**src/rtl/tlb_arb_pkg.sv**
```systemverilog
// Shared types and constants for the TLB search-port arbiter.
package tlb_arb_pkg;

    localparam int unsigned VPN2_W = 19;
    localparam int unsigned PFN_W  = 20;
    localparam int unsigned ASID_W = 8;

    typedef enum logic [1:0] {
        IDLE   = 2'd0,
        LOOKUP = 2'd1,
        RESP   = 2'd2
    } state_e;

    typedef enum logic [1:0] {
        OWN_INST = 2'd0,
        OWN_DATA = 2'd1,
        OWN_TLBP = 2'd2
    } owner_e;

    // Bit positions of the one-hot winner vector.
    localparam int unsigned PICK_INST = 0;
    localparam int unsigned PICK_DATA = 1;
    localparam int unsigned PICK_TLBP = 2;

    function automatic owner_e pick_to_owner(input logic [2:0] pick);
        if (pick[PICK_TLBP]) return OWN_TLBP;
        if (pick[PICK_DATA]) return OWN_DATA;
        return OWN_INST;
    endfunction

endpackage

```
**src/rtl/tlb_search_arbiter_if.sv**
```systemverilog
// Requester handshakes plus the TLB search port of the arbiter.
interface tlb_search_arbiter_if #(
    parameter int unsigned TLBNUM = 16
);
    import tlb_arb_pkg::*;

    localparam int unsigned IDX_W = $clog2(TLBNUM);

    logic              inst_req, inst_odd, inst_gnt, inst_rvalid;
    logic [VPN2_W-1:0] inst_vpn2;
    logic              data_req, data_odd, data_gnt, data_rvalid;
    logic [VPN2_W-1:0] data_vpn2;
    logic              tlbp_req, tlbp_gnt, tlbp_rvalid;
    logic [31:0]       cp0_entryhi;
    logic              tlb_write;

    logic [VPN2_W-1:0] s_vpn2;
    logic              s_odd_page;
    logic [ASID_W-1:0] s_asid;
    logic              s_found, s_d, s_v;
    logic [IDX_W-1:0]  s_index;
    logic [PFN_W-1:0]  s_pfn;
    logic [2:0]        s_c;

    logic              r_found, r_d, r_v;
    logic [IDX_W-1:0]  r_index;
    logic [PFN_W-1:0]  r_pfn;
    logic [2:0]        r_c;
    logic              busy;

    modport master (
        output inst_req, inst_vpn2, inst_odd, data_req, data_vpn2, data_odd,
               tlbp_req, cp0_entryhi, tlb_write,
               s_found, s_index, s_pfn, s_c, s_d, s_v,
        input  inst_gnt, inst_rvalid, data_gnt, data_rvalid, tlbp_gnt, tlbp_rvalid,
               s_vpn2, s_odd_page, s_asid,
               r_found, r_index, r_pfn, r_c, r_d, r_v, busy
    );

    modport slave (
        input  inst_req, inst_vpn2, inst_odd, data_req, data_vpn2, data_odd,
               tlbp_req, cp0_entryhi, tlb_write,
               s_found, s_index, s_pfn, s_c, s_d, s_v,
        output inst_gnt, inst_rvalid, data_gnt, data_rvalid, tlbp_gnt, tlbp_rvalid,
               s_vpn2, s_odd_page, s_asid,
               r_found, r_index, r_pfn, r_c, r_d, r_v, busy
    );

endinterface

```
**src/rtl/tlb_req_pick.sv**
```systemverilog
// Fixed-priority TLBP over round-robin inst/data selection; purely combinational.
module tlb_req_pick
    import tlb_arb_pkg::*;
(
    input  logic       inst_req,
    input  logic       data_req,
    input  logic       tlbp_req,
    input  logic       last_served, // 0: inst served last, 1: data served last
    output logic [2:0] winner,
    output logic       valid
);

    always_comb begin
        winner = '0;
        if (tlbp_req) begin
            winner[PICK_TLBP] = 1'b1;
        end else if (inst_req && data_req) begin
            if (last_served) winner[PICK_INST] = 1'b1;
            else             winner[PICK_DATA] = 1'b1;
        end else if (inst_req) begin
            winner[PICK_INST] = 1'b1;
        end else if (data_req) begin
            winner[PICK_DATA] = 1'b1;
        end
        valid = |winner;
    end

endmodule

```
**src/rtl/tlb_search_arbiter.sv**
```systemverilog
// Shares the single TLB search port among inst/data micro-TLB refills and TLBP.
module tlb_search_arbiter
    import tlb_arb_pkg::*;
#(
    parameter int unsigned TLBNUM = 16
) (
    input logic                 clk,
    input logic                 reset,
    tlb_search_arbiter_if.slave bus
);

    localparam int unsigned IDX_W = $clog2(TLBNUM);

    state_e            state_q, state_d;
    owner_e            owner_q;
    logic              last_served_q;
    logic [VPN2_W-1:0] key_vpn2_q;
    logic              key_odd_q;
    logic [ASID_W-1:0] key_asid_q;

    logic              r_found_q, r_d_q, r_v_q;
    logic [IDX_W-1:0]  r_index_q;
    logic [PFN_W-1:0]  r_pfn_q;
    logic [2:0]        r_c_q;

    logic [2:0]        pick;
    logic              pick_valid;
    logic              grant_en;
    logic              unused_entryhi;

    assign unused_entryhi = ^bus.cp0_entryhi[12:8];

    tlb_req_pick u_pick (
        .inst_req    (bus.inst_req),
        .data_req    (bus.data_req),
        .tlbp_req    (bus.tlbp_req),
        .last_served (last_served_q),
        .winner      (pick),
        .valid       (pick_valid)
    );

    always_ff @(posedge clk or posedge reset) begin
        if (reset) state_q <= IDLE;
        else       state_q <= state_d;
    end

    always_comb begin
        state_d = state_q;
        unique case (state_q)
            IDLE:    if (grant_en) state_d = LOOKUP;
            // A TLB write during the search reruns it so the result is never stale.
            LOOKUP:  if (!bus.tlb_write) state_d = RESP;
            RESP:    state_d = IDLE;
            default: state_d = IDLE;
        endcase
    end

    always_comb begin
        grant_en        = (state_q == IDLE) && !reset && !bus.tlb_write && pick_valid;
        bus.inst_gnt    = grant_en && pick[PICK_INST];
        bus.data_gnt    = grant_en && pick[PICK_DATA];
        bus.tlbp_gnt    = grant_en && pick[PICK_TLBP];
        bus.inst_rvalid = (state_q == RESP) && (owner_q == OWN_INST);
        bus.data_rvalid = (state_q == RESP) && (owner_q == OWN_DATA);
        bus.tlbp_rvalid = (state_q == RESP) && (owner_q == OWN_TLBP);
        bus.busy        = (state_q != IDLE);
        bus.s_vpn2      = key_vpn2_q;
        bus.s_odd_page  = key_odd_q;
        bus.s_asid      = key_asid_q;
        bus.r_found     = r_found_q;
        bus.r_index     = r_index_q;
        bus.r_pfn       = r_pfn_q;
        bus.r_c         = r_c_q;
        bus.r_d         = r_d_q;
        bus.r_v         = r_v_q;
    end

    always_ff @(posedge clk or posedge reset) begin
        if (reset) begin
            owner_q       <= OWN_INST;
            last_served_q <= 1'b0;
            key_vpn2_q    <= '0;
            key_odd_q     <= 1'b0;
            key_asid_q    <= '0;
        end else if (grant_en) begin
            owner_q    <= pick_to_owner(pick);
            key_asid_q <= bus.cp0_entryhi[ASID_W-1:0];
            if (pick[PICK_TLBP]) begin
                key_vpn2_q <= bus.cp0_entryhi[31:13];
                key_odd_q  <= 1'b0;
            end else if (pick[PICK_DATA]) begin
                key_vpn2_q <= bus.data_vpn2;
                key_odd_q  <= bus.data_odd;
            end else begin
                key_vpn2_q <= bus.inst_vpn2;
                key_odd_q  <= bus.inst_odd;
            end
            if (!pick[PICK_TLBP]) last_served_q <= pick[PICK_DATA];
        end
    end

    always_ff @(posedge clk or posedge reset) begin
        if (reset) begin
            r_found_q <= 1'b0;
            r_index_q <= '0;
            r_pfn_q   <= '0;
            r_c_q     <= '0;
            r_d_q     <= 1'b0;
            r_v_q     <= 1'b0;
        end else if (state_q == LOOKUP && !bus.tlb_write) begin
            r_found_q <= bus.s_found;
            r_index_q <= bus.s_index;
            r_pfn_q   <= bus.s_pfn;
            r_c_q     <= bus.s_c;
            r_d_q     <= bus.s_d;
            r_v_q     <= bus.s_v;
        end
    end

endmodule

```
**src/flat_wrapper.sv**
```systemverilog
// flat-port wrapper written by rule: the top's interface ports become plain ports
module tlb_search_arbiter_flat import tlb_arb_pkg::*;
#(
    parameter int unsigned TLBNUM = 16
)
  (clk, reset, bus_inst_req, bus_inst_vpn2, bus_inst_odd, bus_data_req, bus_data_vpn2, bus_data_odd, bus_tlbp_req, bus_cp0_entryhi, bus_tlb_write, bus_s_found, bus_s_index, bus_s_pfn, bus_s_c, bus_s_d, bus_s_v, bus_inst_gnt, bus_inst_rvalid, bus_data_gnt, bus_data_rvalid, bus_tlbp_gnt, bus_tlbp_rvalid, bus_s_vpn2, bus_s_odd_page, bus_s_asid, bus_r_found, bus_r_index, bus_r_pfn, bus_r_c, bus_r_d, bus_r_v, bus_busy);
  tlb_search_arbiter_if #(.TLBNUM(TLBNUM)) bus_i ();
  input logic clk;
  input logic reset;
  input wire logic [$bits(bus_i.inst_req)-1:0] bus_inst_req;
  input wire logic [$bits(bus_i.inst_vpn2)-1:0] bus_inst_vpn2;
  input wire logic [$bits(bus_i.inst_odd)-1:0] bus_inst_odd;
  input wire logic [$bits(bus_i.data_req)-1:0] bus_data_req;
  input wire logic [$bits(bus_i.data_vpn2)-1:0] bus_data_vpn2;
  input wire logic [$bits(bus_i.data_odd)-1:0] bus_data_odd;
  input wire logic [$bits(bus_i.tlbp_req)-1:0] bus_tlbp_req;
  input wire logic [$bits(bus_i.cp0_entryhi)-1:0] bus_cp0_entryhi;
  input wire logic [$bits(bus_i.tlb_write)-1:0] bus_tlb_write;
  input wire logic [$bits(bus_i.s_found)-1:0] bus_s_found;
  input wire logic [$bits(bus_i.s_index)-1:0] bus_s_index;
  input wire logic [$bits(bus_i.s_pfn)-1:0] bus_s_pfn;
  input wire logic [$bits(bus_i.s_c)-1:0] bus_s_c;
  input wire logic [$bits(bus_i.s_d)-1:0] bus_s_d;
  input wire logic [$bits(bus_i.s_v)-1:0] bus_s_v;
  output wire logic [$bits(bus_i.inst_gnt)-1:0] bus_inst_gnt;
  output wire logic [$bits(bus_i.inst_rvalid)-1:0] bus_inst_rvalid;
  output wire logic [$bits(bus_i.data_gnt)-1:0] bus_data_gnt;
  output wire logic [$bits(bus_i.data_rvalid)-1:0] bus_data_rvalid;
  output wire logic [$bits(bus_i.tlbp_gnt)-1:0] bus_tlbp_gnt;
  output wire logic [$bits(bus_i.tlbp_rvalid)-1:0] bus_tlbp_rvalid;
  output wire logic [$bits(bus_i.s_vpn2)-1:0] bus_s_vpn2;
  output wire logic [$bits(bus_i.s_odd_page)-1:0] bus_s_odd_page;
  output wire logic [$bits(bus_i.s_asid)-1:0] bus_s_asid;
  output wire logic [$bits(bus_i.r_found)-1:0] bus_r_found;
  output wire logic [$bits(bus_i.r_index)-1:0] bus_r_index;
  output wire logic [$bits(bus_i.r_pfn)-1:0] bus_r_pfn;
  output wire logic [$bits(bus_i.r_c)-1:0] bus_r_c;
  output wire logic [$bits(bus_i.r_d)-1:0] bus_r_d;
  output wire logic [$bits(bus_i.r_v)-1:0] bus_r_v;
  output wire logic [$bits(bus_i.busy)-1:0] bus_busy;
  assign bus_i.inst_req = bus_inst_req;
  assign bus_i.inst_vpn2 = bus_inst_vpn2;
  assign bus_i.inst_odd = bus_inst_odd;
  assign bus_i.data_req = bus_data_req;
  assign bus_i.data_vpn2 = bus_data_vpn2;
  assign bus_i.data_odd = bus_data_odd;
  assign bus_i.tlbp_req = bus_tlbp_req;
  assign bus_i.cp0_entryhi = bus_cp0_entryhi;
  assign bus_i.tlb_write = bus_tlb_write;
  assign bus_i.s_found = bus_s_found;
  assign bus_i.s_index = bus_s_index;
  assign bus_i.s_pfn = bus_s_pfn;
  assign bus_i.s_c = bus_s_c;
  assign bus_i.s_d = bus_s_d;
  assign bus_i.s_v = bus_s_v;
  assign bus_inst_gnt = bus_i.inst_gnt;
  assign bus_inst_rvalid = bus_i.inst_rvalid;
  assign bus_data_gnt = bus_i.data_gnt;
  assign bus_data_rvalid = bus_i.data_rvalid;
  assign bus_tlbp_gnt = bus_i.tlbp_gnt;
  assign bus_tlbp_rvalid = bus_i.tlbp_rvalid;
  assign bus_s_vpn2 = bus_i.s_vpn2;
  assign bus_s_odd_page = bus_i.s_odd_page;
  assign bus_s_asid = bus_i.s_asid;
  assign bus_r_found = bus_i.r_found;
  assign bus_r_index = bus_i.r_index;
  assign bus_r_pfn = bus_i.r_pfn;
  assign bus_r_c = bus_i.r_c;
  assign bus_r_d = bus_i.r_d;
  assign bus_r_v = bus_i.r_v;
  assign bus_busy = bus_i.busy;
  tlb_search_arbiter #(.TLBNUM(TLBNUM)) u_core (.clk(clk), .reset(reset), .bus(bus_i));
endmodule
```
**config.mk**
```make
export PLATFORM = sky130hd
export DESIGN_NAME = tlb_search_arbiter_flat
export DESIGN_NICKNAME = d
export VERILOG_FILES = /design/src/rtl/tlb_arb_pkg.sv /design/src/rtl/tlb_search_arbiter_if.sv /design/src/rtl/tlb_req_pick.sv /design/src/rtl/tlb_search_arbiter.sv /design/src/flat_wrapper.sv
export SDC_FILE = /design/constraint.sdc
export NUM_CORES = 1
export LEC_CHECK = 0
export CAP_MARGIN = 20
export CORE_AREA = 2 2 90 92
export DETAILED_ROUTE_END_ITERATION = 10
export DIE_AREA = 0 0 92 94
export PLACE_DENSITY = 0.76
export REMOVE_ABC_BUFFERS = 1
export SETUP_SLACK_MARGIN = 0.2
export SLEW_MARGIN = 15
export SYNTH_ARGS = -nofsm -noshare
export SYNTH_HDL_FRONTEND = slang
export SYNTH_SLANG_ARGS = --single-unit
```
**constraint.sdc**
```tcl
create_clock -name clk -period 2.7 [get_ports clk]
set_input_delay 0.54 -clock clk [delete_from_list [all_inputs] [get_ports clk]]
set_output_delay 0.54 -clock clk [all_outputs]
set_load 0.01 [all_outputs]
```
==> reports/qor.yml <==
run_status:
  outcome: "finished, final reports clean"
clocking:
  clkLatencyLatePin_ns: 0.33
  htreeDepth: 3
  postCtsHoldBufs: 0
  clkTransAtPathRegs_ns: 0.07
  clock-sinks: 63
  root_buffer: "clkbuf_8"
  cts-buffers-inserted: 9
  clk_path_buf_depth: 2
  cts_tree: "yes"
global_routing:
  met3_usage: 0.0787
  grt.busiest_layer: "met2"
  overflow: 0
  grtUsageMet2: 0.325
  grt_pass1_vias: 2624
  grt_max_degree: 33
  grt_pass1_wl_mm: 12.7
  grt_usage: 0.191
  grt_use_met1: 0.207
  antenna_found_initial: 0
die:
  rows: 32
  initial_core_util: 0.353
  die_height_um: 94
  dieArea_um2: 8650
  io_pins: 173
  die_w_um: 92
  coreArea_um2: 7610
synthesis:
  synth_edf_count: 0
  synth_top_area_cell: "dfrtp_1"
  netlist.area_leader.share: 0.588
  synth_seq_area_share: 0.588
  ys_types: 27
  synthCells: 226
  synthArstFlopShare: 1.00
  ys_warn_count: 0
  avgSynthCellArea_um2: 11.9
  ys_ff_latch: 63
  mappedNetlistArea_um2: 2680
  synthTopCellsByArea: "dfrtp_1, mux2_2, nand2_1"
  ys.flop_type: "dfrtp_1"
sta:
  timing.fmax_ghz: 0.431
  period_share: 0.859
  fin_worst_skew_ns: 0.00556
  tns_ns: 0
  finalSetupViolations: 0
  worst_pin_slew_ns: 0.651
  min_period_ns: 2.32
  holdWs_ns: 0.497
  rsz0062_at_grt: "false"
  max_slew_margin: 0.566
  drv_slew: 0
  hold_viol_final: 0
worst_setup_path:
  cp.required_ns: 2.16
  r2r_cells: 6
  start_kind: "input port"
  cp_max_fo: 2
  cp_cell_sequence: "dlygate4sd2_1 > or4_4 > nor2_4 > nand2_1 > a21oi_1 > buf_2"
  crit_path_end_kind: "output pin"
  max_stage_delay_ns: 0.57
  cp.arrival_ns: 1.78
  path_class: "in -> out"
  crit_path_top_delay_cell: "or4_4"
power:
  p_leak_uw: 0.00197
  comb_power_share: 0.381
  power_density_nw_per_um2: 795
  p_switching_uw: 1070
  vdd_drop_max_mv: 0.353
  switching_share: 0.281
  p_int_uw: 2750
  p_clk_frac: 0.243
  p_seq_frac: 0.377
finish:
  utilization: 0.632
  fill_cells: 622
  antennaDiodeCount: 0
  layout_common_cells: "clkdlybuf4s50_1, dfrtp_1, nand2_1, mux2_2"
  drive_gt1_frac: 0.199
  final_common_cell: "clkdlybuf4s50_1"
  fin_nets: 515
  syn2layout_area_growth_pct: 79.2
placed_design:
  io_buffers: 167
  hpwl_mm: 6.04
  gp_congestion: 0.870
detailed_routing:
  routed_via_density: 4.96
  via_count: 2547
  post-route-drc-count: 0
  postRouteAntennaNets: 0
  wl_mm: 8.10
  drt_iter0_markers: 66
  detail_route.wl_per_cell_um: 15.8
  firstDrtPassIters: 5
flow_run:
  maxCapViolations: 0
worst_hold_path:
  hold_depth: 1
  hold_path_class: "reg -> reg"
final cells by class:
type / instances / area (um2) / share of cell area
flip-flops and latches: 63 / 1580 / 0.328
well taps: 102 / 128 / 0.0266
clock buffers: 10 / 138 / 0.0286
clock inverters: 6 / 92.6 / 0.0193
inverters: 3 / 11.3 / 0.00234
multi-input cells: 146 / 1030 / 0.215
repair buffers: 184 / 1830 / 0.380
kinds of logic (layout without fill, tap and decap cells):
group	Yosys count	in the layout	share of synthesized area
compound gates	47	47	0.109
buf+inv	17	203	0.0350
flops	63	63	0.588
mux	39	39	0.164
simple gates	60	60	0.104
stage by stage:
stage	setup slack (ns)	power, uW	area [um2]	std cells
2_1_floorplan	-0.703	2000	2600	212
3_3_place_gp	-0.234	2880	4570	497
3_5_place_dp	-0.257	2920	4570	497
4_1_cts	0.213	3870	4810	514
5_1_grt	0.324	4040	4810	514
6_report	0.380	3820	4810	514
state kept, by name (all words and copies together), names as in the netlist, 2 cells and up:
name	cells
u_core.bus.r_c	3
u_core.bus.r_index	4
u_core.bus.r_pfn	20
u_core.bus.s_asid	8
u_core.bus.s_vpn2	19
u_core.owner_q	2
u_core.state_q	2
Yosys cell counts (all sizes together) (2+ instances only):
| library cell | number |
|---|---|
| nand2 | 43 |
| o22ai | 20 |
| a21oi | 3 |
| buf | 11 |
| nor4b | 2 |
| dfrtp | 63 |
| nor2b | 2 |
| nor3 | 2 |
| o21ai | 2 |
| nor2 | 4 |
| clkbuf | 3 |
| mux2 | 39 |
| a31oi | 20 |
| inv | 3 |
path summary, 6_finish.rpt:
kind / slack [ns] / from / endpoint
worst min-delay path: 0.50 / u_core.bus.s_asid[0] / u_core.bus.s_asid[0]
min in group asynchronous: 0.59 / reset / u_core.state_q[1]
worst max register to register: 0.62 / u_core.state_q[0] / u_core.bus.s_asid[2]
worst min register to register: 0.50 / u_core.bus.s_asid[0] / u_core.bus.s_asid[0]
max in group asynchronous: 1.49 / reset / u_core.bus.s_vpn2[5]
worst max-delay path: 0.38 / reset / bus_inst_gnt
routing by layer:
| layer | up-vias | part of all wire |
|---|---|---|
| met5 | - | 0 |
| met3 | 22 | 0.11 |
| met4 | 0 | 0.028 |
| li1 | 1182 | - |
| met2 | 150 | 0.49 |
| met1 | 1193 | 0.37 |
critical path, delay by kind of cell:
family | cells | cell delay [ns]
AND/OR/NAND/NOR | 3 | 0.74
buffers and inverters | 2 | 0.39
AO/OA/AOI/OAI | 1 | 0.10
power groups by stage:
stage	Combinational, uW	Clock (uW)	Sequential (uW)
2_1_floorplan	408	0	1590
3_3_place_gp	1440	0	1440
3_5_place_dp	1470	0	1460
4_1_cts	1470	958	1440
5_1_grt	1560	1000	1480
6_report	1450	927	1440
timing repair:
item                       CTS  global route
setup endpoints to repair    3             3
pin swaps                    1             1
setup buffers                1             0
gates cloned                 0             0
hold endpoints to repair     0             0
gates resized for setup     15             2
(Power assumes the default switching activity.)
